`src/rtl/dataout_sink_if.sv`:
```
// Ejection-port bundle for dataout_sink: the inbound flit strobe and the
// capture-buffer read port.
interface dataout_sink_if #(
    parameter int ADDR_W = 5
);
    logic [19:0]       datain;
    logic              in_valid;
    logic              rd_en;
    logic [ADDR_W-1:0] rd_addr;
    logic [19:0]       rd_data;
    logic              rd_valid;

    modport master (
        output datain, in_valid, rd_en, rd_addr,
        input  rd_data, rd_valid
    );

    modport slave (
        input  datain, in_valid, rd_en, rd_addr,
        output rd_data, rd_valid
    );
endinterface

```
`src/rtl/dataout_sink.sv`:
```
// NoC ejection-port traffic sink: counts, checks and captures 20-bit flits.
// Optional idle watchdog enabled by defining DATAOUT_SINK_TIMEOUT_EN.
module dataout_sink #(
    parameter logic [1:0] NODE_CLUSTER = 2'd0,
    parameter logic [1:0] NODE_LOCAL   = 2'd0,
    parameter int         EXPECTED     = 30,
    parameter int         DEPTH        = 32,
    parameter int         ADDR_W       = 5,
    parameter int         TIMEOUT      = 1024
) (
    input  logic               clk,
    input  logic               rst,
    input  logic               enable,
    input  logic               clr,
    dataout_sink_if.slave      bus,
    output logic [15:0]        rx_count,
    output logic [15:0]        misroute_count,
    output logic [15:0]        payload_sum,
    output logic               busy,
    output logic               done,
    output logic               overflow,
    output logic               extra_flit,
    output logic               timeout
);

    typedef enum logic [1:0] {IDLE, RECV, DONE} state_t;

    localparam logic [15:0]     EXPECTED_W = 16'(EXPECTED);
    localparam logic [ADDR_W:0] DEPTH_W    = (ADDR_W + 1)'(DEPTH);

    state_t            state, state_nxt;
    logic [ADDR_W:0]   wr_ptr;
    logic [19:0]       mem [DEPTH];
    logic              accept, buf_free, is_misroute, last_flit, idle_expired;
    logic [15:0]       rx_inc;

    assign accept      = (state == RECV) && bus.in_valid && !clr;
    assign buf_free    = wr_ptr < DEPTH_W;
    assign is_misroute = (bus.datain[3:2] != NODE_CLUSTER) || (bus.datain[1:0] != NODE_LOCAL);
    assign rx_inc      = (rx_count == 16'hFFFF) ? rx_count : rx_count + 16'd1;
    assign last_flit   = accept && (rx_inc == EXPECTED_W);
    assign busy        = (state == RECV);
    assign done        = (state == DONE);

`ifdef DATAOUT_SINK_TIMEOUT_EN
    localparam logic [15:0] TIMEOUT_W = 16'(TIMEOUT);
    logic [15:0] idle_cnt;

    // Expires on the edge where the counter would reach TIMEOUT.
    assign idle_expired = (state == RECV) && !accept && (idle_cnt + 16'd1 == TIMEOUT_W);

    always_ff @(posedge clk or negedge rst) begin
        if (!rst) begin
            idle_cnt <= '0;
            timeout  <= 1'b0;
        end else if (clr) begin
            idle_cnt <= '0;
            timeout  <= 1'b0;
        end else begin
            if (state != RECV || accept) idle_cnt <= '0;
            else                         idle_cnt <= idle_cnt + 16'd1;
            if (idle_expired) timeout <= 1'b1;
        end
    end
`else
    assign idle_expired = 1'b0;
    assign timeout      = 1'b0;
`endif

    // NOTE: default assigned first so every path drives state_nxt and no latch is inferred.
    always_comb begin
        state_nxt = state;
        unique case (state)
            IDLE:    if (enable) state_nxt = RECV;
            RECV: begin
                if (last_flit || idle_expired) state_nxt = DONE;
                else if (!enable)              state_nxt = IDLE;
            end
            DONE:    state_nxt = DONE;
            default: state_nxt = IDLE;
        endcase
        if (clr) state_nxt = IDLE;
    end

    // NOTE: sequential state uses non-blocking assignments so every register samples pre-edge values.
    always_ff @(posedge clk or negedge rst) begin
        if (!rst) begin
            state          <= IDLE;
            rx_count       <= '0;
            misroute_count <= '0;
            payload_sum    <= '0;
            wr_ptr         <= '0;
            overflow       <= 1'b0;
            extra_flit     <= 1'b0;
        end else begin
            state <= state_nxt;
            if (clr) begin
                rx_count       <= '0;
                misroute_count <= '0;
                payload_sum    <= '0;
                wr_ptr         <= '0;
                overflow       <= 1'b0;
                extra_flit     <= 1'b0;
            end else begin
                if (accept) begin
                    rx_count    <= rx_inc;
                    payload_sum <= payload_sum + bus.datain[19:4];
                    if (is_misroute && misroute_count != 16'hFFFF)
                        misroute_count <= misroute_count + 16'd1;
                    if (buf_free) wr_ptr   <= wr_ptr + 1'b1;
                    else          overflow <= 1'b1;
                end
                if (state == DONE && bus.in_valid) extra_flit <= 1'b1;
            end
        end
    end

    // NOTE: the capture buffer has no reset; its contents survive reset and clr by design.
    always_ff @(posedge clk) begin
        if (accept && buf_free) mem[wr_ptr[ADDR_W-1:0]] <= bus.datain;
    end

    // Same-cycle write/read to one address returns the old word.
    always_ff @(posedge clk or negedge rst) begin
        if (!rst) begin
            bus.rd_valid <= 1'b0;
            bus.rd_data  <= '0;
        end else begin
            bus.rd_valid <= bus.rd_en;
            if (bus.rd_en)
                bus.rd_data <= ({1'b0, bus.rd_addr} < DEPTH_W) ? mem[bus.rd_addr] : '0;
        end
    end

endmodule

```
`src/flat_wrapper.sv`:
```
// flat-port wrapper written by rule: the top's interface ports become plain ports
module dataout_sink_flat 
#(
    parameter logic [1:0] NODE_CLUSTER = 2'd0,
    parameter logic [1:0] NODE_LOCAL   = 2'd0,
    parameter int         EXPECTED     = 30,
    parameter int         DEPTH        = 32,
    parameter int         ADDR_W       = 5,
    parameter int         TIMEOUT      = 1024
)
  (clk, rst, enable, clr, rx_count, misroute_count, payload_sum, busy, done, overflow, extra_flit, timeout, bus_datain, bus_in_valid, bus_rd_en, bus_rd_addr, bus_rd_data, bus_rd_valid);
  dataout_sink_if #(.ADDR_W(ADDR_W)) bus_i ();
  input  logic clk;
  input  logic rst;
  input  logic enable;
  input  logic clr;
  output logic [15:0] rx_count;
  output logic [15:0] misroute_count;
  output logic [15:0] payload_sum;
  output logic busy;
  output logic done;
  output logic overflow;
  output logic extra_flit;
  output logic timeout;
  input wire logic [$bits(bus_i.datain)-1:0] bus_datain;
  input wire logic [$bits(bus_i.in_valid)-1:0] bus_in_valid;
  input wire logic [$bits(bus_i.rd_en)-1:0] bus_rd_en;
  input wire logic [$bits(bus_i.rd_addr)-1:0] bus_rd_addr;
  output wire logic [$bits(bus_i.rd_data)-1:0] bus_rd_data;
  output wire logic [$bits(bus_i.rd_valid)-1:0] bus_rd_valid;
  assign bus_i.datain = bus_datain;
  assign bus_i.in_valid = bus_in_valid;
  assign bus_i.rd_en = bus_rd_en;
  assign bus_i.rd_addr = bus_rd_addr;
  assign bus_rd_data = bus_i.rd_data;
  assign bus_rd_valid = bus_i.rd_valid;
  dataout_sink #(.NODE_CLUSTER(NODE_CLUSTER), .NODE_LOCAL(NODE_LOCAL), .EXPECTED(EXPECTED), .DEPTH(DEPTH), .ADDR_W(ADDR_W), .TIMEOUT(TIMEOUT)) u_core (.clk(clk), .rst(rst), .enable(enable), .clr(clr), .bus(bus_i), .rx_count(rx_count), .misroute_count(misroute_count), .payload_sum(payload_sum), .busy(busy), .done(done), .overflow(overflow), .extra_flit(extra_flit), .timeout(timeout));
endmodule
```
`config.mk`:
```
export PLATFORM = sky130hd
export DESIGN_NAME = dataout_sink_flat
export DESIGN_NICKNAME = d
export VERILOG_FILES = /design/src/rtl/dataout_sink_if.sv /design/src/rtl/dataout_sink.sv /design/src/flat_wrapper.sv
export SDC_FILE = /design/constraint.sdc
export NUM_CORES = 1
export LEC_CHECK = 0
export CORE_MARGIN = 3
export CORE_UTILIZATION = 55
export CTS_CLUSTER_DIAMETER = 40
export DETAILED_ROUTE_END_ITERATION = 10
export PLACE_DENSITY = 0.78
export SETUP_SLACK_MARGIN = 0.5
export SLEW_MARGIN = 20
export SYNTH_ARGS = -nofsm -noshare
export SYNTH_HDL_FRONTEND = slang
export SYNTH_SLANG_ARGS = --single-unit
```
`constraint.sdc`:
```
create_clock -name clk -period 2.4 [get_ports clk]
set_input_delay 0.6 -clock clk [delete_from_list [all_inputs] [get_ports clk]]
set_output_delay 0.6 -clock clk [all_outputs]
set_load 0.01 [all_outputs]
```
-- Word-level counts from Yosys, hierarchy flattened
Memory sizes are Yosys's and may differ from the RTL's. A register that Yosys moved wholly into a read port is not among the register bits.
Index checks and enable logic that the tools add are counted.
W data, S select, Z words.
- order comparisons: 1
- reduce and logical (&&, ||, !) cells: 20
- equal/unequal tests: 8
- add/subtract/negate cells: 4
- mux-type cells: 23
- operator list (operator ; number):
    $mux W16 ; 8
    $add A16 B1 Y16 const B ; 2
    $mux W6 ; 3
    $add A16 B16 Y16 ; 1
    $eq A16 B16 Y1 const B ; 1
    $eq A16 B5 Y1 const B ; 1
    $ne A16 B16 Y1 const B ; 1
    $reduce_bool A2 Y1 ; 6
    $mux W2 ; 4
    $reduce_and A2 Y1 ; 4
    $mux W1 ; 7
    $add A6 B1 Y6 const B ; 1
    $logic_and A1 B1 Y1 ; 6
    $lt A6 B6 Y1 const B ; 1
    $pmux W2 S3 ; 1
    $ne A4 B3 Y1 const B ; 1
    $ne A3 B3 Y1 const B ; 1
    $eq A2 B1 Y1 const B ; 1
    $eq A2 B2 Y1 const B ; 1
    $logic_not A1 Y1 ; 2
    $logic_not A2 Y1 ; 1
    $ne A2 B2 Y1 const B ; 1
    $logic_or A1 B1 Y1 ; 1
- output and inout bits: 74
- word-level logic and storage cells: 65
- flip-flop bits (word level): 59
- memories: 1
- bits in writable memories: 640
- input port bits: 31
- memory list (memory ; depth ; width ; read ports ; clocked after memory_dff ; write ports ; RTL line ; RTL):
    u_core.mem ; 32 ; 20 ; 1 ; 1 ; 1 ; dataout_sink.sv:33 ; logic [19:0] mem [DEPTH];

-- Depth between registers and ports, before layout
Gate-level depths: netlist of run 1.
- depth in word-level cells: 7
- depth in mapped cells: 9
- mapped depth without buffers: 9

-- Worst setup path before layout of run 1
Ideal clock, no wire load.
- kind: input to register
- start point: input bus_datain[4]
- end point: register u_core.payload_sum[14]
- path buffers: 0
- arrival: 2.595 ns
- stages on the path: 9
- required time: 2.305 ns
- library setup time: 0.095 ns
- setup slack: -0.291 ns
- cell sequence: ha_1 -> fa_1 -> a21o_1 -> a221oi_1 -> o211ai_1 -> a21oi_1 -> a31oi_1 -> xnor2_1 -> o31ai_1
- word-level cells in the longest chain between the ends: 3
- ends and longest elaborated chain (item ; RTL line ; RTL):
    start: declaration ; flat_wrapper.sv:25 ; input wire logic [$bits(bus_i.datain)-1:0] bus_datain;
    $add A16 B16 Y16 ; dataout_sink.sv:107 ; payload_sum <= payload_sum + bus.datain[19:4];
    $mux W16 ; dataout_sink.sv:105 ; if (accept) begin
    $mux W16 ; dataout_sink.sv:97 ; if (clr) begin
    end signal: assignment ; dataout_sink.sv:107 ;
    end: declaration ; dataout_sink.sv:18 ; output logic [15:0] payload_sum,
Every way passes these cells. The select of a mux whose other input is x is not followed.
A chain may end at the register's enable or synchronous reset.

-- Worst setup path after layout of run 1
- start point: register u_core.state[1]
- end point: memory u_core.mem[2][10], enable pin
- word-level cells in the longest chain between the ends: 6
- ends and longest elaborated chain (item ; RTL line ; RTL):
    start: declaration ; dataout_sink.sv:31 ; state_t state, state_nxt;
    start signal: assignment ; dataout_sink.sv:96 ; state <= state_nxt;
    $eq A2 B1 Y1 ; dataout_sink.sv:37 ; assign accept = (state == RECV) && bus.in_valid && !clr;
    $logic_and A1 B1 Y1 (2 in a row) ; dataout_sink.sv:37 ;
    $logic_and A1 B1 Y1 ; dataout_sink.sv:120 ; if (accept && buf_free) mem[wr_ptr[ADDR_W-1:0]] <= bus.datain;
    $mux W1 ; dataout_sink.sv:120 ;
    $mux W1 (not written as such) ; dataout_sink.sv:120 ;
    end: declaration ; dataout_sink.sv:33 ;
Every way passes these cells.

==> results of run 1 <==
-- what timing repair did --
item,4_1_cts,5_1_grt
hold endpoints to repair,32,0
setup endpoints to repair,759,748
setup buffers,126,44
gates cloned,27,12
gates resized for setup,371,129
pin swaps,37,53
hold buffers,1,0
-- final cells by class --
class | count | share of cell area
Multi-Input combinational cell | 642 | 0.2054
Clock buffer | 100 | 0.05824
Sequential cell | 719 | 0.5378
Inverter | 15 | 0.001491
Antenna cell | 1 | 0.00006344
Clock inverter | 57 | 0.01688
Tap cell | 680 | 0.02157
Timing Repair Buffer | 502 | 0.1586
-- flip-flops by register name, indices dropped and copies added (netlist names), 2 cells and up --
register               flops
u_core.mem               640
u_core.payload_sum        16
u_core.rx_count           16
u_core.bus.rd_data        20
u_core.wr_ptr              6
u_core.state               2
u_core.misroute_count     16
-- cell families after synthesis --
family | Yosys count | share of synthesized area
flops | 719 | 0.7310
simple gates | 249 | 0.04013
mux | 225 | 0.1687
compound gates | 102 | 0.02136
buf+inv | 86 | 0.01588
xor+xnor | 43 | 0.01299
fa+ha+maj | 22 | 0.009753
other cells | 1 | 0.0001293
-- per-layer routing --
layer	wire (µm)	global-route usage	vias to the layer above	share of wire
li1	-	-	6975	-
met1	31570	0.4060	9391	0.32
met2	49290	0.5502	1553	0.50
met3	10740	0.08048	362	0.11
met4	6503	0.1685	2	0.066
met5	18	0	-	0.00018
-- layout by cell type, fill, tap and decap left out, types with 7 or more instances in the layout --
cell                                n
sky130_fd_sc_hd__xor2_1            20
sky130_fd_sc_hd__nor3_1             8
sky130_fd_sc_hd__ha_1              14
sky130_fd_sc_hd__buf_6             96
sky130_fd_sc_hd__buf_4            177
sky130_fd_sc_hd__clkinvlp_4         9
sky130_fd_sc_hd__nand3_1           20
sky130_fd_sc_hd__xnor2_1           15
sky130_fd_sc_hd__xnor2_2            8
sky130_fd_sc_hd__nand3_2            8
sky130_fd_sc_hd__clkdlybuf4s15_2   13
sky130_fd_sc_hd__nor2_4            34
sky130_fd_sc_hd__edfxtp_1         640
sky130_fd_sc_hd__mux2i_1           12
sky130_fd_sc_hd__inv_1             11
sky130_fd_sc_hd__clkdlybuf4s15_1   25
sky130_fd_sc_hd__and3_1             9
sky130_fd_sc_hd__clkdlybuf4s50_1   14
sky130_fd_sc_hd__buf_16            32
sky130_fd_sc_hd__dfrtp_1           66
sky130_fd_sc_hd__buf_12            89
sky130_fd_sc_hd__inv_8              7
sky130_fd_sc_hd__inv_6             12
sky130_fd_sc_hd__nand2_1           39
sky130_fd_sc_hd__clkbuf_16         98
sky130_fd_sc_hd__clkbuf_1           7
sky130_fd_sc_hd__mux4_2           200
sky130_fd_sc_hd__a21oi_1           34
sky130_fd_sc_hd__mux2i_2            8
sky130_fd_sc_hd__clkinv_2           7
sky130_fd_sc_hd__buf_2             23
sky130_fd_sc_hd__nand4_1            8
sky130_fd_sc_hd__nor2_1            70
sky130_fd_sc_hd__dlygate4sd2_1     12
sky130_fd_sc_hd__buf_8              8
sky130_fd_sc_hd__dfrtp_2           13
sky130_fd_sc_hd__a21oi_2           18
sky130_fd_sc_hd__clkinv_4           7
-- worst max-delay path: cells and delay by family, from the launching register on --
kind / cells / cell delay, ps
buf+inv: 9 / 1220
flops: 1 / 390
simple gates: 4 / 570
-- worst max path at each step --
stage | startpoint | end | slack [ps] | depth (start not counted)
after detailed placement | bus_datain[5] | u_core.payload_sum[15]$_DFFE_PN0P_ | -740 | 11
after CTS | u_core.payload_sum[0]$_DFFE_PN0P_ | u_core.payload_sum[14]$_DFFE_PN0P_ | 40 | 9
final | u_core.state[1]$_DFFE_PN0P_ | u_core.mem[2][10]$_DFFE_PP_ | -70 | 13
after floorplan | bus_datain[4] | u_core.payload_sum[14]$_DFFE_PN0P_ | 40 | 9
after global placement | bus_datain[5] | u_core.payload_sum[15]$_DFFE_PN0P_ | -710 | 11
after global routing | u_core.state[1]$_DFFE_PN0P_ | u_core.mem[2][18]$_DFFE_PP_ | -130 | 13
-- per-stage QoR --
| step | hold WS, ps | cell area (µm²) | total power [mW] | instances |
|---|---|---|---|---|
| after CTS | 381.5 | 38290 | 28.96 | 2659 |
| after floorplan | 304.4 | 29400 | 14.86 | 1447 |
| after global routing | 440.3 | 39440 | 30.07 | 2715 |
| final | 419.6 | 39440 | 29.44 | 2716 |
| after detailed placement | 482.0 | 32850 | 15.68 | 2348 |
| after global placement | 458.2 | 32850 | 15.63 | 2348 |
-- report_power, final --
part           total (mW)  leakage, nW  internal (mW)  switching (mW)
Clock                13.6         1.42           7.73            5.89
Combinational        2.06         5.67          0.973            1.08
Sequential           13.8         6.77           13.7          0.0724
==> out/qor.txt, run 1 <==
=========================================================================================
EDFF count, synth                                                                     640
Initial antenna violation count                                                         2
Final count of pins violating max slew                                                  0
Row count                                                                              83
Share of cells above drive strength 1                                              0.4654
Residual overflow from global routing                                                   0
Leading post-synthesis cells by cell area                                    sky130_fd_sc_hd__edfxtp_1 66%, sky130_fd_sc_hd__mux4_2 13%, sky130_fd_sc_hd__dfrtp_1 6.8%, sky130_fd_sc_hd__mux4_1 3.3%, sky130_fd_sc_hd__nor2_1 1.4%
Worst slew slack as a fraction of its limit                                        0.3640
WP data arrival                                                                   2820 ps
Placeable core area                                                             51720 µm²
Post-synthesis register bit count                                                     719
DIE WIDTH                                                                        235.6 µm
End point of the worst hold path                                             u_core.extra_flit$_DFFE_PN0P_
Root cell of the clock tree                                                  sky130_fd_sc_hd__clkbuf_16
Source of the worst register-to-register timing path                         u_core.state[1]$_DFFE_PN0P_
CTS clock-pin slew for the worst setup and hold paths                               60 ps
Slew at the pin with the worst max-slew slack                                    954.0 ps
Placement-stage worst setup slack                                               -736.4 ps
Setup TNS                                                                        -1100 ps
Cell taking the most area after synthesis                                    sky130_fd_sc_hd__edfxtp_1
Most common cell on crit path                                                sky130_fd_sc_hd__buf_6
Dominant synthesized flop cell                                               sky130_fd_sc_hd__edfxtp_1
# IOs                                                                                 105
Leakage power summed over all cells                                              13.87 nW
Total area of multi-input combinational cells                                    8102 µm²
Fin util                                                                           0.7627
Worst hold path type                                                               in2reg
Share of the synthesized area in the top cell type                                 0.6628
Maximum vdd ir drop                                                             0.6322 mV
Hold Path Cell Cnt                                                                      3
Mean cell area of the mapped netlist                                            20.04 µm²
Filler cells                                                                         2567
Critical-path cell with the highest stage delay                              sky130_fd_sc_hd__dfrtp_1
Critical Path, Cell by Cell                                                  nand3b_1, buf_6, nor3_4, buf_12, buf_8, nand2_8, buf_6, buf_6, buf_6, buf_12, nor2_4, buf_12, clkbuf_16
Synthesis-to-finish area growth                                                    36.04%
Sequential standard cell area                                                   21210 µm²
Proportion of register bits with asynchronous set or reset after synthesis         0.1099
Area of the die                                                                 55510 µm²
Number of warnings printed during yosys synthesis                                       0
Crit end category                                                               flip-flop
Min Tclk post-route                                                               2466 ps
Number of nets in the synthesized netlist                                            1500
Vias in the first global route                                                      18440
Wire length reported by the detailed router                                      98120 µm
CTS Buffer Depth                                                                        3
Dominant cell by count in the synthesized netlist                            sky130_fd_sc_hd__edfxtp_1
Largest stage delay on the critical path                                           390 ps
Period utilisation layout                                                           1.027
First-pass DRT Iterations                                                               5
Number of input and output port buffers inserted                                      103
Worst setup skew after layout                                                    44.97 ps
Detailed-route via count                                                            18280
Post-layout net count                                                                2020
Unique cell type count in the Yosys netlist                                            57
Peak Freq                                                                       405.6 MHz
Max H-tree Level                                                                        3
Unrepaired setup endpoints after global routing                                       yes
Final Hold Fails                                                                        0
Maximum fanout along the worst path                                                     5
First-pass GRT wire length                                                      130400 µm
Data required time of the worst path                                              2750 ps
Outcome                                                                      complete, but fails checks
Violation count after the first detailed-routing iteration                           2513
Min-Delay Startpoint                                                         bus_in_valid
Failing checks                                                               negative setup slack
Number of max-cap violations                                                            0
Routed length per instance                                                       36.13 µm
Residual DRC                                                                            0
Initial core utilization                                                           0.5606
Endpoint of the worst register-to-register path                              u_core.mem[2][10]$_DFFE_PP_
Post-synthesis instance total                                                        1447
Pwr per Cell Area                                                            746.3 nW/µm²
TritonCTS clock tree                                                                built
Worst reg-to-reg path cell count                                                       13
Source-to-sink clock delay at the later pin of the worst-skew pair                 670 ps
CP Class                                                                          reg2reg
Overall routing resource usage                                                     0.3301
Final weighted congestion in routability-driven placement                          0.8162
Final worst setup slack                                                         -65.61 ps
Via density per instance                                                            6.732
Final ANT Viol Nets                                                                     0
Post-synth top cells                                                         640 x sky130_fd_sc_hd__edfxtp_1, 164 x sky130_fd_sc_hd__mux4_2, 106 x sky130_fd_sc_hd__nor2_1
Pin count of the biggest net entering global routing                                   42
Final setup violation count                                                            55
Die height                                                                       235.6 µm
Detailed-placement wirelength estimate                                           42490 µm
Portion of the post-synthesis area used by sequential elements                     0.7310
Mapped cell area                                                                28990 µm²
Clk sink count                                                                        719
Number of buffers created by CTS                                                       87
Worst setup slack for register-to-register paths                                   -70 ps
Critical Path Start Type                                                        flip-flop
=========================================================================================
Power figures use the tool's default switching activity.
==> run 2, diff against run 1 <==
Settings changed: CORE_UTILIZATION 55 to 52, PLACE_DENSITY 0.78 to 0.74.
==> run 2 against run 1 <==
Compared with the run above:
- count of clock-buffer cells in the layout rose by 11
- worst hold slack got worse by 100 ps
- highest routed layer is now met4
- first-iteration DRC count fell by 6.3%
- the flow now finishes without violations
- clock power rose by 8%
==> out/qor.txt, run 2 (synthesis gave the netlist of run 1 again) <==
=================================================================================
Residual DRC                                                                    0   unchanged
Number of buffers created by CTS                                               95   +9.2%
Sequential fraction of design power                                         0.453   -0.015
Number of max-cap violations                                                    0   unchanged
Proportion of power drawn by the clock network                              0.483   +0.020
Ant diodes                                                                      0   -1
Fraction of power consumed by combinational cells                           0.064   -0.006
Final worst setup slack                                                  9.208 ps   +74.82 ps
Min Tclk post-route                                                       2391 ps   -74.82 ps
First-pass GRT wire length                                              121000 µm   -7.2%
Setup TNS                                                                    0 ps   +1100 ps
DIE WIDTH                                                                242.1 µm   +2.8%
Maximum vdd ir drop                                                     0.5108 mV   -19%
Die height                                                               242.1 µm   +2.8%
Max H-tree Level                                                                3   unchanged
Initial core utilization                                                   0.5325   -0.02816
Source-to-sink clock delay at the later pin of the worst-skew pair         680 ps   about the same
Placeable core area                                                     54450 µm²   +5.3%
Post-layout net count                                                        2011   -0.45%
Clk sink count                                                                719   unchanged
Violation count after the first detailed-routing iteration                   2354   -6.3%
Slew at the pin with the worst max-slew slack                            513.9 ps   -440.1 ps
Via density per instance                                                    6.366   -5.4%
Leakage power summed over all cells                                      13.92 nW   +0.39%
First-pass DRT Iterations                                                       5   unchanged
Commonest cells after routing, fill and taps aside                   640 x sky130_fd_sc_hd__edfxtp_1, 200 x sky130_fd_sc_hd__mux4_2, 169 x sky130_fd_sc_hd__buf_4, 111 x sky130_fd_sc_hd__clkbuf_16, 108 x sky130_fd_sc_hd__buf_12
Root cell of the clock tree                                          sky130_fd_sc_hd__clkbuf_16
Final count of pins violating max slew                                          0   unchanged
Max reg flops                                                                 640   unchanged
Peak Freq                                                               418.3 MHz   +3.1%
Pin count of the biggest net entering global routing                           43   +2.4%
Placement Cell Area                                                     33330 µm²   +1.5%
Outcome                                                              finished clean
Area of the die                                                         58630 µm²   +5.6%
Worst hold path type                                                       in2reg
Crit end category                                                       flip-flop
Row count                                                                      85   +2.4%
Number of input and output port buffers inserted                              103   unchanged
Power Internal                                                           23.36 mW   +4.3%
Final Hold Fails                                                                0   unchanged
Sw frac                                                                    0.2304   -0.008754
Final ANT Viol Nets                                                             0   unchanged
Detailed-route via count                                                    17680   -3.3%
# IOs                                                                         105   unchanged
Detailed-placement wirelength estimate                                   43710 µm   +2.9%
Final weighted congestion in routability-driven placement                  0.8583   +5.2%
CTS Buffer Depth                                                                3   unchanged
Final setup violation count                                                     0   -100%
Critical Path Start Type                                                flip-flop
Share of cells above drive strength 1                                      0.4541   -0.01121
Cell area after layout                                                  39610 µm²   +0.43%
Worst setup skew after layout                                            41.41 ps   -3.555 ps
Period utilisation layout                                                  0.9962   -0.03118
CP Class                                                                  reg2reg
Routed length per instance                                               32.34 µm   -10%
Overall routing resource usage                                             0.2865   -0.04357
CTS clock-pin slew for the worst setup and hold paths                       60 ps   about the same
Maximum fanout along the worst path                                             2   -3
Wire length reported by the detailed router                              89850 µm   -8.4%
Unrepaired setup endpoints after global routing                               yes
Initial antenna violation count                                                 1   -1
Vias in the first global route                                              17890   -3.0%
Data required time of the worst path                                      2920 ps   +170 ps
Final hold slack                                                         318.5 ps   -101.1 ps
TritonCTS clock tree                                                        built
Worst slew slack as a fraction of its limit                                0.6564   +0.2924
Most common cell after layout, fill and taps aside                   sky130_fd_sc_hd__edfxtp_1
Pwr per Cell Area                                                    766.4 nW/µm²   +2.7%
WP data arrival                                                           2910 ps   +90 ps
Placement-stage worst setup slack                                       -716.1 ps   +20.26 ps
Net switching power                                                      6.996 mW   -0.64%
Residual overflow from global routing                                           0   unchanged
Synthesis-to-finish area growth                                            36.62%
=================================================================================
## run 2: critical path, cell delays in order, from the launching register on
cell	delay, ps
sky130_fd_sc_hd__dfrtp_2	430
sky130_fd_sc_hd__ha_4	170
sky130_fd_sc_hd__buf_4	150
sky130_fd_sc_hd__a211oi_4	310
sky130_fd_sc_hd__o21bai_2	110
sky130_fd_sc_hd__o21ai_2	150
sky130_fd_sc_hd__buf_4	140
sky130_fd_sc_hd__o21ai_2	60
sky130_fd_sc_hd__a41o_1	200
sky130_fd_sc_hd__a211oi_2	200
sky130_fd_sc_hd__mux2_1	340
## run 2: metal layers
layer  GRT usage  share of wire  up-vias
met1      0.3677           0.35     9148
met3     0.07216           0.11      241
met5           0              0        -
li1            -              -     6989
met4      0.1087          0.042        0
met2      0.4768           0.50     1306
## run 2: area by class of cell
type                    instances  area (µm²)
clock inverters                67       778.2
clock buffers                 111        2500
flip-flops and latches        719       21210
fillers                      3049       14840
well taps                     739       924.6
multi-input cells             642        7981
repair buffers                485        6157
inverters                      15       56.30
## run 2: power groups by stage
stage | clock [mW] | combinational [mW] | sequential (mW)
3_5_place_dp | 0 | 1.64 | 14.0
6_report | 14.7 | 1.93 | 13.8
4_1_cts | 14.5 | 1.83 | 13.7
2_1_floorplan | 0 | 0.823 | 14.0
3_3_place_gp | 0 | 1.61 | 14.0
5_1_grt | 15.3 | 2.03 | 13.8
## run 2: through the flow
step	instances	utilization	power [mW]
final	2778	0.7275	30.36
after global routing	2778	0.7275	31.06
after CTS	2716	0.7057	30.12
after detailed placement	2416	0.6122	15.65
after global placement	2416	0.6122	15.61
after floorplan	1447	-	14.86
## run 2: final timing paths
| check | from | slack (ps) | end | depth (start not counted) |
|---|---|---|---|---|
| worst max register to register | u_core.payload_sum[0]$_DFFE_PN0P_ | 9 | u_core.payload_sum[15]$_DFFE_PN0P_ | 10 |
| worst min register to register | u_core.bus.rd_data[6]$_DFFE_PN0P_ | 510 | u_core.bus.rd_data[6]$_DFFE_PN0P_ | 2 |
| worst max-delay path | u_core.payload_sum[0]$_DFFE_PN0P_ | 9 | u_core.payload_sum[15]$_DFFE_PN0P_ | 10 |
| max in group asynchronous | rst | 1420 | u_core.payload_sum[0]$_DFFE_PN0P_ | 3 |
| worst min-delay path | bus_rd_en | 320 | u_core.bus.rd_valid$_DFF_PN0_ | 1 |
| min in group asynchronous | rst | 340 | u_core.misroute_count[11]$_DFFE_PN0P_ | 2 |
## run 2: what timing repair did
item | CTS | global route
hold buffers | 1 | 0
endpoints found under the hold margin | 14 | 0
resized for setup | 374 | 72
gates cloned | 19 | 15
pin swaps | 28 | 33
endpoints found under the setup margin | 315 | 720
setup buffers | 102 | 47
==> run 3, diff against run 2 <==
Settings changed: ABC_AREA set to 1, CORE_UTILIZATION 52 to 55, PLACE_DENSITY 0.74 to 0.78.
==> run 3 against run 2 <==
Compared with the run above:
- die area is 3.7% lower
- maximum frequency grew 17%
- non-clock buffer count decreased by 130
- synthesized cell count up 64%
- count of clock-buffer cells in the layout shrank 11
- worst setup slack better by 350 ps
- global-route usage decreased by 0.20 points
- sequential power about the same
- highest routed layer is now met5
- largest cell class unchanged
- first-iteration DRC count grew 18%
- register-to-register slack gained 350 ps
- sequential share of layout area up 3.4 points
- synthesized area increased by 1.7%
==> out/qor.txt, run 3 <==
=========================================================================================
Mean cell area of the mapped netlist                                            12.40 µm²   -38%
Share of the synthesized area in the top cell type                                 0.6516   -0.01119
Dominant cell by count in the synthesized netlist                            sky130_fd_sc_hd__edfxtp_1
Vias in the first global route                                                      21150   +18%
Wire length reported by the detailed router                                      83480 µm   -7.1%
Critical Path End                                                            u_core.mem[9][1]$_DFFE_PP_
Portion of the post-synthesis area used by sequential elements                     0.7187   -0.01234
Area of the die                                                                 56440 µm²   -3.7%
Via density per instance                                                            6.274   -1.4%
Final hold slack                                                                 469.8 ps   +151.3 ps
Worst hold path type                                                             in2async
Initial antenna violation count                                                         1   unchanged
Number of nets in the synthesized netlist                                            2431   +62%
Sw frac                                                                            0.2325   +0.002040
Period utilisation layout                                                          0.8495   -0.1467
DIE WIDTH                                                                        237.6 µm   -1.9%
Setup TNS                                                                            0 ps   unchanged
Post-layout net count                                                                2722   +35%
Number of warnings printed during yosys synthesis                                       0   unchanged
Peak Freq                                                                       490.5 MHz   +17%
Initial core utilization                                                           0.5590   +0.02651
EDFF count, synth                                                                     640   unchanged
Fraction of power consumed by combinational cells                                   0.071   +0.007
Leading post-synthesis cells by cell area                                    sky130_fd_sc_hd__edfxtp_1 65%, sky130_fd_sc_hd__dfrtp_1 6.7%, sky130_fd_sc_hd__nor2_1 5.1%, sky130_fd_sc_hd__o21ai_0 4.2%, sky130_fd_sc_hd__nand2_1 2.4%
Leakage power summed over all cells                                              13.08 nW   -6.0%
Final setup violation count                                                             0   unchanged
Slew at the pin with the worst max-slew slack                                    779.7 ps   +265.8 ps
Residual DRC                                                                            0   unchanged
Root cell of the clock tree                                                  sky130_fd_sc_hd__clkbuf_16
Number of max-cap violations                                                            0   unchanged
Final weighted congestion in routability-driven placement                          0.8882   +3.5%
Violation count after the first detailed-routing iteration                           2768   +18%
Worst setup slack for register-to-register paths                                   360 ps   +350 ps
Row count                                                                              84   -1.2%
First-pass GRT wire length                                                      122800 µm   +1.4%
TritonCTS clock tree                                                                built
Min Tclk post-route                                                               2039 ps   -352.1 ps
Mapped cell area                                                                29490 µm²   +1.7%
Routed length per instance                                                       24.34 µm   -25%
Placeable core area                                                             52760 µm²   -3.1%
Worst setup skew after layout                                                    21.66 ps   -19.75 ps
Most common cell after layout, fill and taps aside                           sky130_fd_sc_hd__edfxtp_1
Post-synth top cells                                                         640 x sky130_fd_sc_hd__edfxtp_1, 404 x sky130_fd_sc_hd__nor2_1, 246 x sky130_fd_sc_hd__o21ai_0
Outcome                                                                      finished clean
# IOs                                                                                 105   unchanged
First-pass DRT Iterations                                                               6   +1
Worst reg-to-reg path cell count                                                       11   +1
Source-to-sink clock delay at the later pin of the worst-skew pair                 630 ps   -50 ps
CP Class                                                                          reg2reg
Max H-tree Level                                                                        3   unchanged
Max reg flops                                                                         640   unchanged
Total Power Consumption                                                          29.05 mW   -4.3%
Proportion of power drawn by the clock network                                      0.455   -0.028
Detailed-placement wirelength estimate                                           48210 µm   +10%
Proportion of register bits with asynchronous set or reset after synthesis         0.1099   unchanged
CTS Buffer Depth                                                                        3   unchanged
Unrepaired setup endpoints after global routing                                       yes
Post-synthesis register bit count                                                     719   unchanged
Share of cells above drive strength 1                                              0.2031   -0.2510
Critical Path Start Type                                                        flip-flop
Residual overflow from global routing                                                   0   unchanged
Die height                                                                       237.6 µm   -1.9%
Final ANT Viol Nets                                                                     0   unchanged
Clk sink count                                                                        719   unchanged
Net switching power                                                              6.753 mW   -3.5%
Dominant synthesized flop cell                                               sky130_fd_sc_hd__edfxtp_1
Power Internal                                                                   22.30 mW   -4.6%
CTS clock-pin slew for the worst setup and hold paths                               50 ps   about the same
Pin count of the biggest net entering global routing                                   79   +84%
Maximum vdd ir drop                                                             0.5368 mV   +5.1%
Detailed-route via count                                                            21520   +22%
Unique cell type count in the Yosys netlist                                            38   -33%
Worst setup startpoint                                                       u_core.state[1]$_DFFE_PN0P_
Synthesis-to-finish area growth                                                    26.28%
Post-synthesis instance total                                                        2378   +64%
Fin util                                                                           0.7059   -0.02157
Maximum fanout along the worst path                                                    10   +8
Cell taking the most area after synthesis                                    sky130_fd_sc_hd__edfxtp_1
Crit end category                                                               flip-flop
WP data arrival                                                                   2370 ps   -540 ps
Number of buffers created by CTS                                                       88   -7.4%
Worst slew slack as a fraction of its limit                                        0.4796   -0.1768
Overall routing resource usage                                                     0.2846   -0.001957
Final Hold Fails                                                                        0   unchanged
Pwr per Cell Area                                                            780.0 nW/µm²   +1.8%
Sequential fraction of design power                                                 0.474   +0.021
Endpoint of the worst register-to-register path                              u_core.mem[9][1]$_DFFE_PP_
Commonest cells after routing, fill and taps aside                           640 x sky130_fd_sc_hd__edfxtp_1, 361 x sky130_fd_sc_hd__nor2_1, 239 x sky130_fd_sc_hd__o21ai_0, 175 x sky130_fd_sc_hd__nand2_1, 146 x sky130_fd_sc_hd__buf_4
Ant diodes                                                                              0   unchanged
Number of input and output port buffers inserted                                      103   unchanged
Data required time of the worst path                                              2730 ps   -190 ps
Source of the worst register-to-register timing path                         u_core.state[1]$_DFFE_PN0P_
Final count of pins violating max slew                                                  0   unchanged
=========================================================================================
run 3: changes by cell type in the layout (fill, tap and decap cells not counted), moves of 23 or more:
cell and delta:
sky130_fd_sc_hd__inv_1 +54, sky130_fd_sc_hd__buf_6 -40, sky130_fd_sc_hd__nor2_1 +291, sky130_fd_sc_hd__buf_12 -39, sky130_fd_sc_hd__o211ai_1 +76, sky130_fd_sc_hd__buf_4 -23
sky130_fd_sc_hd__nand2_1 +131, sky130_fd_sc_hd__o21ai_1 +127, sky130_fd_sc_hd__a21oi_1 -28, sky130_fd_sc_hd__o221ai_1 +69, sky130_fd_sc_hd__nand3_1 +76, sky130_fd_sc_hd__o22ai_1 +92
sky130_fd_sc_hd__o21ai_0 +232, sky130_fd_sc_hd__mux4_2 -200
run 3: power by group through the flow:
stage | combinational (mW) | sequential, mW | clock (mW)
final | 2.05 | 13.8 | 13.2
after floorplan | 0.898 | 14.0 | 0
after global placement | 1.84 | 14.0 | 0
after global routing | 2.20 | 13.8 | 13.9
after detailed placement | 1.90 | 14.0 | 0
after CTS | 1.95 | 13.8 | 13.3
run 3: final cells by class:
cell class | instances | area [µm²]
Fill cell | 3348 | 15520
Clock buffer | 100 | 2290
Inverter | 78 | 307.8
Multi-Input combinational cell | 1427 | 7983
Tap cell | 688 | 860.8
Timing Repair Buffer | 355 | 3941
Clock inverter | 63 | 649.4
Sequential cell | 719 | 21210
run 3: how the worst min path moves through the flow:
stage,to,depth (start not counted),from
after detailed placement,u_core.bus.rd_data[13]$_DFFE_PN0P_,2,u_core.bus.rd_data[13]$_DFFE_PN0P_
after global placement,u_core.bus.rd_data[7]$_DFFE_PN0P_,2,u_core.bus.rd_data[7]$_DFFE_PN0P_
after floorplan,u_core.bus.rd_data[0]$_DFFE_PN0P_,0,rst
final,u_core.state[0]$_DFFE_PN0P_,2,rst
after CTS,u_core.state[0]$_DFFE_PN0P_,2,rst
after global routing,u_core.misroute_count[14]$_DFFE_PN0P_,2,rst
run 3: timing repair:
| action | CTS | global route |
|---|---|---|
| endpoints found under the hold margin | 30 | 0 |
| gates cloned | 1 | 9 |
| pin swaps | 16 | 30 |
| hold buffers | 1 | 0 |
| buffers inserted | 51 | 20 |
| endpoints found under the setup margin | 683 | 684 |
| gates resized for setup | 244 | 89 |
run 3: logic make-up (layout without fill, tap and decap cells):
group / Yosys count / count (layout) / synth area share
other: 1 / 1 / 0.0001272
AO/OA/AOI/OAI: 652 / 652 / 0.1321
XOR/XNOR: 23 / 23 / 0.006831
flip-flops: 719 / 719 / 0.7187
buffers and inverters: 232 / 596 / 0.03301
adder cells (fa/ha/maj): 22 / 22 / 0.009588
AND/OR/NAND/NOR: 729 / 729 / 0.09966
run 3: critical path: stages, from the launching register on:
cell and delay [ps]:
sky130_fd_sc_hd__dfrtp_1 410, sky130_fd_sc_hd__nor2_4 150, sky130_fd_sc_hd__nand2_2 80, sky130_fd_sc_hd__nor2_4 100, sky130_fd_sc_hd__inv_2 60, sky130_fd_sc_hd__nor2_4 100, sky130_fd_sc_hd__buf_12 130, sky130_fd_sc_hd__buf_6 110
sky130_fd_sc_hd__nand2_8 120, sky130_fd_sc_hd__nor2_4 150, sky130_fd_sc_hd__buf_12 150, sky130_fd_sc_hd__buf_12 150
run 3: stage by stage:
stage	instance area, µm²	setup slack (ps)	cells
4_1_cts	36530	370.6	3401
6_report	37240	361.3	3430
2_1_floorplan	29870	100.8	2378
3_5_place_dp	33120	-352.8	3185
5_1_grt	37240	309.8	3430
3_3_place_gp	33120	-331.6	3185
run 3: metal layers:
layer,part of all wire,GRT usage,vias to the layer above
li1,-,-,9411
met1,0.37,0.3720,10470
met2,0.49,0.4647,1401
met3,0.11,0.06230,238
met4,0.038,0.1244,2
met5,0.000084,0,-
==> RTL change 1: new RTL, config.mk and constraints of run 1 <==
`DEPTH` is set to 32 in 2 places; all go to 16.
--- a/src/rtl/dataout_sink.sv
+++ b/src/rtl/dataout_sink.sv
@@ -6,3 +6,3 @@
     parameter int         EXPECTED     = 30,
-    parameter int         DEPTH        = 32,
+    parameter int         DEPTH        = 16,
     parameter int         ADDR_W       = 5,
--- a/src/flat_wrapper.sv
+++ b/src/flat_wrapper.sv
@@ -6,3 +6,3 @@
     parameter int         EXPECTED     = 30,
-    parameter int         DEPTH        = 32,
+    parameter int         DEPTH        = 16,
     parameter int         ADDR_W       = 5,
Behaviour: no difference found for any inputs over 4 cycles, from zero or initial values and one cycle with rst low; that may be too few to reach the edited logic, so the function may still have changed.
==> RTL change 1 against run 1 <==
  * The run ends with hold timing, setup timing left
  * Area after synthesis decreased by 43%
  * First-iteration DRC count fell by 43%
  * Non-clock buffer count is 174 lower
  * Routed wire length decreased by 47%
  * Maximum frequency rose by 0.23%
  * Critical path depth is 4 lower
  * Via count down 39%
  * Sequential share of layout area is 3.1 points lower
  * Largest cell class unchanged
  * Total power fell by 46%
  * Largest power group unchanged
  * Sequential cell count is 320 lower
  * Die area shrank 42%
  * Setup slack improved by 5.7 ps
  * Cell area fell by 42%
  * Clock skew shrank 16 ps
==> RTL change 1: results (changes against run 1) <==
- Filler cells: 1507 (was 2567)
- Initial antenna violation count: 0 (was 2)
- TNS Setup: -82.6 ps (was -1100 ps)
- R2R cell count: 9 (was 13)
- CTS H-tree lvls: 2 (was 3)
- NumNets Final: 1355 (was 2020)
- Placed instance area: 19400 um2 (was 32900 um2)
- Ant. Diodes: 0 (was 1)
- Static Leak: 0.00884 uW (was 0.0139 uW)
- Initial DRC count: 1443 (was 2513)
- Hold Worst Slack: -1.45 ps (was 420 ps)
- Outcome: finished, violations left (unchanged)
- Count of different cell masters after synthesis: 62 (was 57)
- Vias in the first global route: 11100 (was 18400)
- Sequential share of the synthesized area: 69.5% (was 73.1%)
- Total CTS buffers: 46 (was 87)
- Clock latency on the worst-skew pair: 570 ps (was 670 ps)
- CP Capture Point: u_core.payload_sum[14]$_DFFE_PN0P_ (was u_core.mem[2][10]$_DFFE_PP_)
- Failing checks: hold timing, setup timing (was setup timing)
- Final Wtd Congestion: 0.804 (was 0.816)
- Max Fanout on Critical Path: 3 (was 5)
- Worst vdd ir: 0.493 mV (was 0.632 mV)
- Largest net degree at the start of global routing: 64 (was 42)
- Final setup viols: 2 (was 55)
- PnR worst setup slack: -59.9 ps (was -65.6 ps)
- Reg-to-Reg End: u_core.payload_sum[14]$_DFFE_PN0P_ (was u_core.mem[2][10]$_DFFE_PP_)
- Largest stage delay on the critical path: 410 ps (was 390 ps)
- Max FFs per register: 320 (was 640)
- Worst Tran Pin Value: 700 ps (was 954 ps)
- Fin. Hold Viols: 3 (was 0)
- Post-synth EDFFs: 320 (was 640)
==> RTL change 1: changes by cell type in the layout (fill, tap and decap cells not counted), sizes merged, moves of 21 or more <==
cell	change
nor2	-36
a21oi	-33
edfxtp	-320
inv	+25
mux4	-100
clkdlybuf4s15	-25
buf	-187
dlymetal6s2s	+29
clkbuf	-40
o22ai	+21
==> RTL change 1: timing repair <==
item                                    CTS  global route
pin swaps                                41            51
setup buffers                            54            35
gates cloned                             16             4
resized for setup                       185           132
endpoints found under the setup margin  431           426
==> RTL change 1: kinds of logic (layout without fill, tap and decap cells) <==
family	after synthesis	in the layout	share of synthesized area [%]
AOI/OAI and AO/OA	121	122	4.91
xor gates and xnor gates	33	33	1.73
adders and majority gates	22	22	1.70
buffers and inverters	105	464	2.59
DFF	399	399	69.5
muxes	105	105	13.8
other	1	1	0.0225
and+or+nand+nor	193	193	5.73
==> RTL change 1: area by class of cell <==
type	count	area (um2)	share of cell area, %
sequential	399	11600	50.7
inverter	51	191	0.836
clock buffer	58	1260	5.49
tap	390	488	2.13
clock inverter	27	294	1.28
multi-input combinational	476	5290	23.1
timing repair buffer	328	3770	16.5
==> RTL change 1: routing by layer <==
layer,global-route usage (%),up-vias,wire [um]
met5,0,-,0
met4,9.49,0,1840
met3,5.97,136,5020
met2,50.2,760,26400
met1,40.0,5751,18300
li1,-,4505,-
==> RTL change 1: stage by stage <==
stage,worst slack [ps],cells
5_1_grt,-165,1729
3_3_place_gp,-735,1535
6_report,-59.9,1729
4_1_cts,97.9,1690
3_5_place_dp,-757,1535
2_1_floorplan,-81.8,979
==> RTL change 1: where the power goes <==
part / total [uW] / switching [uW] / internal, uW
combinational: 1200 / 625 / 577
sequential: 7590 / 46.2 / 7540
clock: 7140 / 3020 / 4120
==> RTL change 2: new RTL, settings of run 1 <==
Without the edit above. Encoding of `state_t`: now one-hot (3 bits for 3 states).
--- a/src/rtl/dataout_sink.sv
+++ b/src/rtl/dataout_sink.sv
@@ -25,3 +25,3 @@
 
-    typedef enum logic [1:0] {IDLE, RECV, DONE} state_t;
+    typedef enum logic [2:0] {IDLE = 3'b001, RECV = 3'b010, DONE = 3'b100} state_t;
 
Check against the original RTL: same outputs for any inputs over 4 cycles, from zero or initial values and one cycle with rst low; so few cycles prove little.
==> RTL change 2 against run 1 <==
  * Area after synthesis is 0.35% lower
  * Total power is 1.9% lower
  * First-iteration DRC count is 7.2% higher
  * Cell area is 2.4% lower
  * Setup slack better by 75 ps
  * Routed wire length is 2.6% lower
  * Via count is 1.2% lower
  * Sequential cell count is 1 higher
  * Utilization is 1.7 points lower
  * Critical path type unchanged
  * Critical endpoint is now u_core.mem[25][6]$_DFFE_PP_
  * Largest cell class unchanged
  * Largest power group unchanged
==> RTL change 2: results (changes against run 1) <==
- Worst reg2reg setup slack: 10 ps (was -70 ps)
- Count of different cell masters after synthesis: 64 (was 57)
- Buffers on Ports: 103 (unchanged)
- Mux share of post-synthesis cell area: 16.5% (was 16.9%)
- Global-route wire length before repair: 131000 um (was 130000 um)
- Max Fanout on Critical Path: 16 (was 5)
- Max Clock Skew: 23.8 ps (was 45.0 ps)
- Clock tree buffer depth: 3 (unchanged)
- Clock latency on the worst-skew pair: 640 ps (was 670 ps)
- Share of total power in sequential cells: 47.6% (was 46.8%)
- Via count: 18100 (was 18300)
- Worst setup path start: u_core.state[2]$_DFFE_PN0P_ (was u_core.state[1]$_DFFE_PN0P_)
- Slowest CP cell: dfrtp_1 (unchanged)
- Largest net degree at the start of global routing: 78 (was 42)
- Hold Worst Slack: 462 ps (was 420 ps)
- HP Class: in -> async (was in -> reg)
- CTS H-tree lvls: 3 (unchanged)
- Total GRT Usage: 33.1% (was 33.0%)
- Critical path type: reg -> reg (unchanged)
- Largest stage delay on the critical path: 390 ps (about the same)
- NumNets Final: 1957 (was 2020)
- DR pass1 iterations: 5 (unchanged)
- Sw Share: 23.6% (was 23.9%)
- Final Wtd Congestion: 0.829 (was 0.816)
- Total CTS buffers: 88 (was 87)
- WL final: 95600 um (was 98100 um)
- R2R cell count: 12 (was 13)
- Final Total Pwr: 28900 uW (was 29400 uW)
- Share of cells above drive strength 1: 43.0% (was 46.5%)
- Sequential share of the synthesized area: 73.4% (was 73.1%)
- Static Leak: 0.0134 uW (was 0.0139 uW)
- Ys async rst share: 11.1% (was 11.0%)
- Reg-to-Reg End: u_core.mem[25][6]$_DFFE_PP_ (was u_core.mem[2][10]$_DFFE_PP_)
- Synth top area cells: edfxtp_1, mux4_2, dfrtp_1 (unchanged)
- Synth top cells by count: edfxtp_1, mux4_2, nor2_1 (unchanged)
- Outcome: finished, final reports clean (was finished, violations left)
- Critical path's top delay family: buffers and inverters (unchanged)
- Combinational power: 1600 uW (was 2060 uW)
- Initial antenna violation count: 1 (was 2)
- Clk slew on worst S/H paths: 60 ps (about the same)
- Worst Tran Pin Value: 687 ps (was 954 ps)
- Die Wd: 235 um (was 236 um)
- Post-DP HPWL: 45900 um (was 42500 um)
- Initial DRC count: 2694 (was 2513)
- Worst vdd ir: 0.512 mV (was 0.632 mV)
- Clock Root Buffer: clkbuf_16 (unchanged)
- Mapped Nets: 1490 (was 1500)
- Post-Synth Adder-Cell Area: 0.979% (was 0.975%)
- Post-Synth XOR/XNOR Area: 1.21% (was 1.30%)
- Compound-Gate Fraction of Synth Area: 2.55% (was 2.14%)
- Filler cells: 2615 (was 2567)
- CP arrival: 2710 ps (was 2820 ps)
- Post-synth EDFFs: 640 (unchanged)
- Synth Warn #: 0 (unchanged)
- Max FFs per register: 640 (unchanged)
RTL change 2: changes by cell type in the layout (fill, tap and decap cells not counted), moves of 11 or more:
cell                    run 1  this run
buf_6                      96        64
a21oi_2                    18         5
mux2i_1                    12        25
buf_12                     89       102
clkdlybuf4s50_1            14        32
inv_6                      12        23
buf_16                     32        15
RTL change 2: final cells by class:
cell class,count,share of cell area [%]
inverters,7,0.0683
clock buffers,99,6.05
flip-flops and latches,720,55.2
diodes,1,0.00650
multi-input cells,636,20.7
repair buffers,451,14.2
well taps,680,2.21
clock inverters,65,1.59
RTL change 2: cell families (layout without fill, tap and decap cells):
group,count (synthesis),count (layout)
flops,720,720
other cells,1,2
buf+inv,82,622
fa+ha+maj,22,22
xor+xnor,40,40
mux,227,227
compound gates,112,113
simple gates,233,233
RTL change 2: per-layer routing:
metal | global-route usage, % | vias to the layer above | share of wire, %
met5 | 0 | - | 0.015
met4 | 18.1 | 2 | 6.5
met3 | 7.29 | 344 | 11
met2 | 53.4 | 1583 | 49
met1 | 42.4 | 9259 | 33
li1 | - | 6883 | -
RTL change 2: repair_timing:
item	CTS	global route
gates resized for setup	277	43
gates cloned	15	5
setup buffers	107	18
pin swaps	14	20
hold buffers	1	0
setup endpoints to repair	772	743
hold endpoints to repair	28	0
RTL change 2: stage by stage:
| stage | utilization (%) | setup slack (ps) | instance area [um2] | TNS [ps] | cells |
|---|---|---|---|---|---|
| floorplan | - | 53.0 | 29600 | 0 | 1437 |
| global placement | 64.8 | -626 | 33500 | -230710 | 2348 |
| detailed placement | 64.8 | -651 | 33500 | -258630 | 2348 |
| CTS | 73.7 | 88.8 | 38000 | 0 | 2635 |
| global route | 74.6 | -51.9 | 38500 | -728 | 2658 |
| finish | 74.6 | 9.65 | 38500 | 0 | 2659 |
